## config.mk

```make
export PLATFORM = sky130hd
export DESIGN_NAME = aes_axis_pkt_tx
export DESIGN_NICKNAME = d
export VERILOG_FILES = /design/src/rtl/aes_axis_pkt_tx.sv
export SDC_FILE = /design/constraint.sdc
export NUM_CORES = 1
export LEC_CHECK = 0
export ABC_AREA = 1
export CAP_MARGIN = 10
export CELL_PAD_IN_SITES_DETAIL_PLACEMENT = 2
export CELL_PAD_IN_SITES_GLOBAL_PLACEMENT = 2
export CORE_UTILIZATION = 31
export CTS_BUF_LIST = sky130_fd_sc_hd__clkbuf_8
export DETAILED_ROUTE_END_ITERATION = 7
export PLACE_DENSITY = 0.81
export SYNTH_ARGS = -nofsm -noshare
export SYNTH_HDL_FRONTEND = slang
export SYNTH_SLANG_ARGS = --single-unit
export TNS_END_PERCENT = 10
```

## constraint.sdc

```tcl
create_clock -name m00_axis_aclk -period 2.25 [get_ports m00_axis_aclk]
set_input_delay 0.5625 -clock m00_axis_aclk [delete_from_list [all_inputs] [get_ports m00_axis_aclk]]
set_output_delay 0.5625 -clock m00_axis_aclk [all_outputs]
set_load 0.01 [all_outputs]
```

## src/rtl/aes_axis_pkt_tx.sv

```systemverilog
// AXI-Stream packet transmitter: one command beat followed by N 128-bit blocks
// fetched from a local block RAM and sent as four 32-bit beats each, MSW first.
module aes_axis_pkt_tx #(
    parameter int ADDR_WIDTH           = 9,
    parameter int DEPTH                = 512,
    parameter int C_M_AXIS_TDATA_WIDTH = 32
) (
    input  logic                  m00_axis_aclk,
    input  logic                  m00_axis_aresetn,
    input  logic                  start,
    input  logic [31:0]           cmd,
    input  logic [ADDR_WIDTH-1:0] blk_cnt_m1,
    output logic                  rd_en,
    output logic [ADDR_WIDTH-1:0] rd_addr,
    input  logic [127:0]          rd_data,
    output logic                  m00_axis_tvalid,
    output logic [31:0]           m00_axis_tdata,
    output logic [3:0]            m00_axis_tstrb,
    output logic                  m00_axis_tlast,
    input  logic                  m00_axis_tready,
    output logic                  busy,
    output logic                  done
);

    // state          | meaning
    // S_IDLE         | waiting for start; issues the block 0 read on accept
    // S_SEND_CMD     | command beat presented; cur_blk tracks block 0 read data
    // S_SEND_PAYLOAD | streaming block words; prefetches the next block
    // S_FINISH       | one-cycle done pulse, then back to idle
    typedef enum logic [1:0] {
        S_IDLE,
        S_SEND_CMD,
        S_SEND_PAYLOAD,
        S_FINISH
    } state_e;

    if (DEPTH != (1 << ADDR_WIDTH) || C_M_AXIS_TDATA_WIDTH != 32) begin : g_param_err
        $error("aes_axis_pkt_tx: DEPTH must be 2**ADDR_WIDTH and stream width must be 32");
    end

    state_e                state_q,    state_d;
    logic [ADDR_WIDTH-1:0] cnt_q,      cnt_d;
    logic [ADDR_WIDTH-1:0] blk_idx_q,  blk_idx_d;
    logic [1:0]            word_idx_q, word_idx_d;
    logic [127:0]          cur_blk_q,  cur_blk_d;
    logic                  pf_q,       pf_d;
    logic                  tvalid_q,   tvalid_d;
    logic [31:0]           tdata_q,    tdata_d;
    logic                  tlast_q,    tlast_d;

    logic                  hs;
    logic [ADDR_WIDTH-1:0] blk_nxt;
    logic [1:0]            word_nxt;

    function automatic logic [31:0] sel_word(input logic [127:0] blk, input logic [1:0] idx);
        logic [31:0] w;
        case (idx)
            2'd0:    w = blk[127:96];
            2'd1:    w = blk[95:64];
            2'd2:    w = blk[63:32];
            default: w = blk[31:0];
        endcase
        return w;
    endfunction

    assign hs       = tvalid_q & m00_axis_tready;
    assign blk_nxt  = blk_idx_q + ADDR_WIDTH'(1);
    assign word_nxt = word_idx_q + 2'd1;

    always_comb begin
        state_d    = state_q;
        cnt_d      = cnt_q;
        blk_idx_d  = blk_idx_q;
        word_idx_d = word_idx_q;
        cur_blk_d  = cur_blk_q;
        pf_d       = pf_q;
        tvalid_d   = tvalid_q;
        tdata_d    = tdata_q;
        tlast_d    = tlast_q;
        rd_en      = 1'b0;
        rd_addr    = '0;

        case (state_q)
            S_IDLE: begin
                if (start) begin
                    cnt_d      = blk_cnt_m1;
                    rd_en      = 1'b1;
                    rd_addr    = '0;
                    tvalid_d   = 1'b1;
                    tdata_d    = cmd;
                    tlast_d    = 1'b0;
                    blk_idx_d  = '0;
                    word_idx_d = 2'd0;
                    pf_d       = 1'b0;
                    state_d    = S_SEND_CMD;
                end
            end
            S_SEND_CMD: begin
                // RAM output holds while rd_en is low, so tracking it every cycle is safe
                cur_blk_d = rd_data;
                if (hs) begin
                    tdata_d    = rd_data[127:96];
                    tlast_d    = 1'b0;
                    word_idx_d = 2'd0;
                    blk_idx_d  = '0;
                    pf_d       = (cnt_q != '0);
                    state_d    = S_SEND_PAYLOAD;
                end
            end
            S_SEND_PAYLOAD: begin
                if (pf_q) begin
                    rd_en   = 1'b1;
                    rd_addr = blk_nxt;
                    pf_d    = 1'b0;
                end
                if (hs) begin
                    if (tlast_q) begin
                        tvalid_d = 1'b0;
                        tlast_d  = 1'b0;
                        state_d  = S_FINISH;
                    end else if (word_idx_q == 2'd3) begin
                        // prefetched block has been waiting on rd_data for >= 3 cycles
                        cur_blk_d  = rd_data;
                        blk_idx_d  = blk_nxt;
                        word_idx_d = 2'd0;
                        tdata_d    = rd_data[127:96];
                        tlast_d    = 1'b0;
                        pf_d       = (blk_nxt != cnt_q);
                    end else begin
                        word_idx_d = word_nxt;
                        tdata_d    = sel_word(cur_blk_q, word_nxt);
                        tlast_d    = (word_nxt == 2'd3) && (blk_idx_q == cnt_q);
                    end
                end
            end
            S_FINISH: begin
                state_d = S_IDLE;
            end
            default: begin
                state_d = S_IDLE;
            end
        endcase
    end

    always_ff @(posedge m00_axis_aclk or negedge m00_axis_aresetn) begin
        if (!m00_axis_aresetn) begin
            state_q    <= S_IDLE;
            cnt_q      <= '0;
            blk_idx_q  <= '0;
            word_idx_q <= 2'd0;
            cur_blk_q  <= '0;
            pf_q       <= 1'b0;
            tvalid_q   <= 1'b0;
            tdata_q    <= '0;
            tlast_q    <= 1'b0;
        end else begin
            state_q    <= state_d;
            cnt_q      <= cnt_d;
            blk_idx_q  <= blk_idx_d;
            word_idx_q <= word_idx_d;
            cur_blk_q  <= cur_blk_d;
            pf_q       <= pf_d;
            tvalid_q   <= tvalid_d;
            tdata_q    <= tdata_d;
            tlast_q    <= tlast_d;
        end
    end

    assign m00_axis_tvalid = tvalid_q;
    assign m00_axis_tdata  = tdata_q;
    assign m00_axis_tlast  = tlast_q;
    assign m00_axis_tstrb  = 4'hF;
    assign busy            = (state_q == S_SEND_CMD) || (state_q == S_SEND_PAYLOAD);
    assign done            = (state_q == S_FINISH);

endmodule

```

==> impl_metrics.yaml, run 1 <==
outcome:
  outcome: "complete, but fails checks"
  violations: "setup timing"
synth:
  avgSynthCellArea_sq_um: 9.71
  ys.warnings.count: 0
  ys_seq_area_frac: 0.516
  synth-seq-cells: 185
  synth_area_sq_um: 8980
  async_flop_share: 1.00
  yosysTopAreaCell: "dfrtp_1"
  yosys-top-cells-count: "dfrtp_1 (185), nand2_1 (149), a21oi_1 (103), o21ai_0 (76), mux2_1 (70)"
  synth.distinct_cells: 31
  synth_top_area_frac: 0.516
  synth.area.top_cells: "dfrtp_1 (52%), mux2_1 (8.8%), nand2_1 (6.2%), a21oi_1 (5.7%), o211ai_1 (5.1%)"
  synth_edf_count: 0
  post-synth-top-count-cell: "dfrtp_1"
  syn-instance-count: 924
  synth_flop_cell: "dfrtp_1"
layout:
  fin_util: 0.444
  final_area_sq_um: 12500
  area_growth_syn_to_layout_pct: 39.3
  drive_above_1_share: 0.148
  final_net_count: 1359
hold_path:
  whs_path_depth: 2
  whs_endpoint: "m00_axis_tdata[5]"
  min-delay-start: "m00_axis_tdata[5]"
  min_path_type: "flip-flop to flip-flop"
pwr:
  vdd_drop_max_uv: 1360
  p_per_area_nw_per_um2: 1480
  p_total_w: 0.0185
  leakagePower_nw: 5.47
timing:
  period_needed_ns: 2.33
  final_hold_viol_count: 0
  worst_slack_ns: -0.0831
  skew_ns: 0.0180
  max_freq_ghz: 0.429
  fin_crit_sh: 1.04
  rsz0062_at_grt: "true"
  slew_viol_final: 0
  setup_viol: 4
  hold-worst-slack_ns: 0.491
global_route:
  grt_pass1_vias: 8940
  globalRouteOverflowTotal: 0
  track_usage: 0.222
  grt_pass1_wl_microns: 49400
  grt_antenna_before_repair: 5
  grt_start_max_net_pins: 66
routing:
  postRouteAntennaNets: 0
  drt_wl_total_microns: 32100
  drtIter0Drc: 284
  wl_per_cell_microns: 20.5
  num_vias: 7905
  via_per_inst: 5.04
  drc: 0
  drt-pass1-iter-count: 5
clocking:
  cts_root_buf: "clkbuf_8"
  path_clk_slew_ns: 0.11
  h-tree-depth: 4
  clockBufferDepth: 2
  cts.sinks: 185
  cts_tree: "done"
  insertion_delay_ns: 0.46
  cts_buffers: 17
placed_design:
  place_ws_ns: -0.0744
  gp_congestion: 0.782
  dpl-instance-area_sq_um: 11900
  place_hpwl_microns: 23500
  port_buffers: 218
critical_path:
  crit_arrival_ns: 1.77
  rr_worst_depth: 9
  start_kind: "flip-flop"
  crit_path_end_kind: "primary output"
  worstSetupStartpoint: "blk_idx_q[0]"
  crit-reg2reg-launch: "word_idx_q[1]"
  critPathMaxFanout: 3
  critical_path.top_delay_family: "flip-flops"
  cpMaxStageDelayCell: "dfrtp_2"
  crit_chain: "buf_4 -> buf_4 -> nand4_1 -> o21ai_2 -> nor2_1 -> buf_2"
  cp_slowest_stage_delay_ns: 0.44
  rrSetupSlack_ns: 0.18
  cp.required_ns: 1.69
  crit_top_cell: "buf_4"
  path_buf_inv: 3
  crit-reg2reg-capture: "m00_axis_tdata[0]"
  crit_type: "flip-flop to primary output"
die:
  dieArea_sq_um: 29600
  core_area_sq_um: 28200
  initial_core_util: 0.319
  die_w_microns: 172
  die_y_microns: 172
  io_pins: 223
  rows: 61
flow_run:
  maxCapViolCount: 0
-- repair_timing --
action	CTS	global route
setup endpoints to repair	12	12
setup buffers	8	6
pin swaps	3	11
hold buffers	1	0
endpoints found under the hold margin	5	0
resized for setup	42	36
-- where the power goes --
group          internal, W  total, W  switching [W]
clock network     0.000847   0.00222        0.00138
logic              0.00458    0.0105        0.00588
registers          0.00501   0.00586       0.000847
total               0.0104    0.0185        0.00811
-- flip-flops by register name, summed over array words and instances (netlist names) --
register         flops
m00_axis_tvalid      1
cur_blk_q          128
word_idx_q           2
m00_axis_tdata      32
blk_idx_q            9
m00_axis_tlast       1
cnt_q                9
pf_q                 1
state_q              2
-- per-layer routing --
metal,vias to the layer above,GRT usage,part of all wire
met3,31,0.0494,0.048
li1,3646,-,-
met1,4042,0.267,0.42
met4,4,0.0558,0.012
met2,182,0.397,0.52
met5,-,0,0.00078
-- worst register-to-register path: cells and delay by family (launching register included) --
family | cells | cell delay (ns)
AOI/OAI and AO/OA | 4 | 0.67
adders and majority gates | 1 | 0.27
buffers and inverters | 3 | 0.48
DFF | 1 | 0.46
and+or+nand+nor | 1 | 0.13
-- layout by cell type, fill, tap and decap left out, drive strengths merged --
cell / instances
o41ai: 1
xnor2: 3
nor4: 2
nand2: 151
diode: 3
dlygate4sd3: 1
o21ai: 80
mux2: 99
buf: 76
dfrtp: 185
inv: 71
nand4: 4
a21oi: 103
o22ai: 10
clkdlybuf4s50: 205
nor3: 2
xor2: 7
nor2: 65
conb: 4
ha: 11
o211ai: 61
clkbuf: 20
clkinv: 7
clkinvlp: 1
nor3b: 1
nand3: 14
dlygate4sd2: 4
-- per-stage QoR --
| step | std cells | setup TNS [ns] |
|---|---|---|
| after detailed placement | 1520 | -1.66 |
| after global placement | 1520 | -0.0357 |
| after floorplan | 927 | 0 |
| after global routing | 1567 | -0.750 |
| after CTS | 1561 | -0.764 |
| final | 1569 | -0.173 |
-- how the worst max path moves through the flow --
stage	endpoint	depth (start not counted)
floorplan	rd_en	5
global placement	rd_en	4
detailed placement	word_idx_q[0]	10
CTS	rd_addr[5]	9
global route	rd_addr[5]	6
finish	rd_addr[5]	6
-- logic make-up after synthesis --
family | share of synthesized area
buffers and inverters | 0.0661
other | 0.000418
adder cells (fa/ha/maj) | 0.0153
flip-flops | 0.516
AO/OA/AOI/OAI | 0.162
multiplexers | 0.124
AND/OR/NAND/NOR | 0.107
XOR/XNOR | 0.00976
-- layout make-up --
type                       count  area (sq um)
fill                        3013         15700
sequential                   185          4630
multi-input combinational    618          3930
timing repair buffer         288          2830
tap                          378           473
clock buffer                  18           248
inverter                      65           246
clock inverter                14           134
antenna                        3          7.51
Power figures use the tool's default switching activity.
==> inputs of run 2 (changes only) <==
--- a/config.mk
+++ b/config.mk
@@ -16,4 +16,4 @@
 export SYNTH_ARGS = -nofsm -noshare
 export SYNTH_HDL_FRONTEND = slang
 export SYNTH_SLANG_ARGS = --single-unit
-export TNS_END_PERCENT = 10
+export TNS_END_PERCENT = 50
==> impl_metrics.yaml, run 2 (same netlist as run 1, synthesis figures left out) <==
outcome:
  outcome: "complete, but fails checks"
  violations: "setup timing"
timing:
  max_freq_ghz: 0.430
  hold-worst-slack_ns: 0.491
  final_hold_viol_count: 0
  skew_ns: 0.0192
  period_needed_ns: 2.33
  worst_slack_ns: -0.0763
  slew_viol_final: 0
  fin_crit_sh: 1.03
  finalSetupTns_ns: -0.188
  setup_viol: 4
  rsz0062_at_grt: "true"
critical_path:
  crit_type: "flip-flop to primary output"
  crit_arrival_ns: 1.76
  cp.required_ns: 1.69
  crit_path_end_kind: "primary output"
  start_kind: "flip-flop"
  critPathMaxFanout: 3
  rrSetupSlack_ns: 0.20
die:
  core_area_sq_um: 28200
  initial_core_util: 0.319
  dieArea_sq_um: 29600
  io_pins: 223
  die_w_microns: 172
  rows: 61
  die_y_microns: 172
routing:
  postRouteAntennaNets: 0
  drtIter0Drc: 304
  num_vias: 7916
  drt_wl_total_microns: 32600
  via_per_inst: 5.02
  wl_per_cell_microns: 20.7
  drt-pass1-iter-count: 4
  drc: 0
layout:
  final_cell_mix: "clkdlybuf4s50_1 (205), dfrtp_1 (183), nand2_1 (141)"
  final_common_cell: "clkdlybuf4s50_1"
  fillers: 3015
  largest_register_ff_count: 128
  top_register: "cur_blk_q"
  drive_above_1_share: 0.154
  final_net_count: 1366
  fin_util: 0.446
  area_growth_syn_to_layout_pct: 39.9
pwr:
  p_per_area_nw_per_um2: 1480
  vdd_drop_max_uv: 1350
  leakagePower_nw: 5.51
placed_design:
  gp_congestion: 0.782
  place_hpwl_microns: 23500
  port_buffers: 218
global_route:
  grt_pass1_vias: 8975
  track_usage: 0.222
  globalRouteOverflowTotal: 0
  grt_pass1_wl_microns: 49600
  grt_antenna_before_repair: 5
  grt_start_max_net_pins: 66
clocking:
  insertion_delay_ns: 0.46
  h-tree-depth: 4
  clockBufferDepth: 2
  cts_root_buf: "clkbuf_8"
  cts_tree: "done"
  cts.sinks: 185
  cts_buffers: 17
  path_clk_slew_ns: 0.11
flow_run:
  maxCapViolCount: 0
hold_path:
  min_path_type: "flip-flop to flip-flop"
-- run 2: through the flow --
step / instances / area, sq um / setup WS (ns) / total power, W
5_1_grt: 1574 / 12600 / -0.175 / 0.0200
4_1_cts: 1562 / 12400 / -0.160 / 0.0189
6_report: 1576 / 12600 / -0.0763 / 0.0185
3_5_place_dp: 1520 / 11900 / -0.0744 / 0.0165
2_1_floorplan: 927 / 8990 / 0.426 / 0.0124
3_3_place_gp: 1520 / 11900 / -0.0357 / 0.0158
-- run 2: repair_timing --
action / CTS / global route
pin swaps: 4 / 12
buffers inserted: 9 / 11
setup endpoints to repair: 12 / 13
gates resized for setup: 50 / 29
endpoints found under the hold margin: 5 / 0
hold buffers: 1 / 0
-- run 2: worst paths after layout --
kind,startpoint,end,depth (start not counted)
worst max register to register,word_idx_q[0],m00_axis_tdata[28],10
worst min register to register,m00_axis_tdata[5],m00_axis_tdata[5],2
min in group asynchronous,m00_axis_aresetn,blk_idx_q[4],2
worst min-delay path,m00_axis_tdata[5],m00_axis_tdata[5],2
worst max-delay path,blk_idx_q[0],rd_addr[5],6
max in group asynchronous,m00_axis_aresetn,cur_blk_q[44],3
-- run 2: cell type report --
cell class                      count  area (sq um)  area share
Clock buffer                       18           248      0.0197
Clock inverter                     14           134      0.0107
Sequential cell                   185          4630       0.369
Multi-Input combinational cell    618          3930       0.313
Tap cell                          378           473      0.0377
Inverter                           65           244      0.0194
Timing Repair Buffer              295          2890       0.230
Antenna cell                        3          7.51    0.000598
-- run 2: metal layers --
layer,global-route usage,part of all wire,vias up
met2,0.398,0.52,157
met3,0.0485,0.043,30
li1,-,-,3659
met4,0.0562,0.011,4
met5,0,0.00067,-
met1,0.268,0.42,4066
-- run 2: worst max-delay path: stages, from the launching register on --
cell	delay [ns]
dfrtp_1	0.43
buf_6	0.14
buf_4	0.12
nand4_1	0.20
o21ai_2	0.23
nor2_1	0.06
buf_2	0.14
-- run 2: report_power, final --
group          switching (W)  internal (W)
sequential          0.000851       0.00501
clock                0.00138      0.000847
combinational        0.00587       0.00458
total                0.00811        0.0104
==> inputs of run 3 (changes only) <==
--- a/config.mk
+++ b/config.mk
@@ -11,6 +11,7 @@
 export CELL_PAD_IN_SITES_GLOBAL_PLACEMENT = 2
 export CORE_UTILIZATION = 31
 export CTS_BUF_LIST = sky130_fd_sc_hd__clkbuf_8
+export CTS_CLUSTER_DIAMETER = 100
 export DETAILED_ROUTE_END_ITERATION = 7
 export PLACE_DENSITY = 0.81
 export SYNTH_ARGS = -nofsm -noshare
==> results of run 3 <==
Final layout, timing and power as in run 2 (identical DEF).
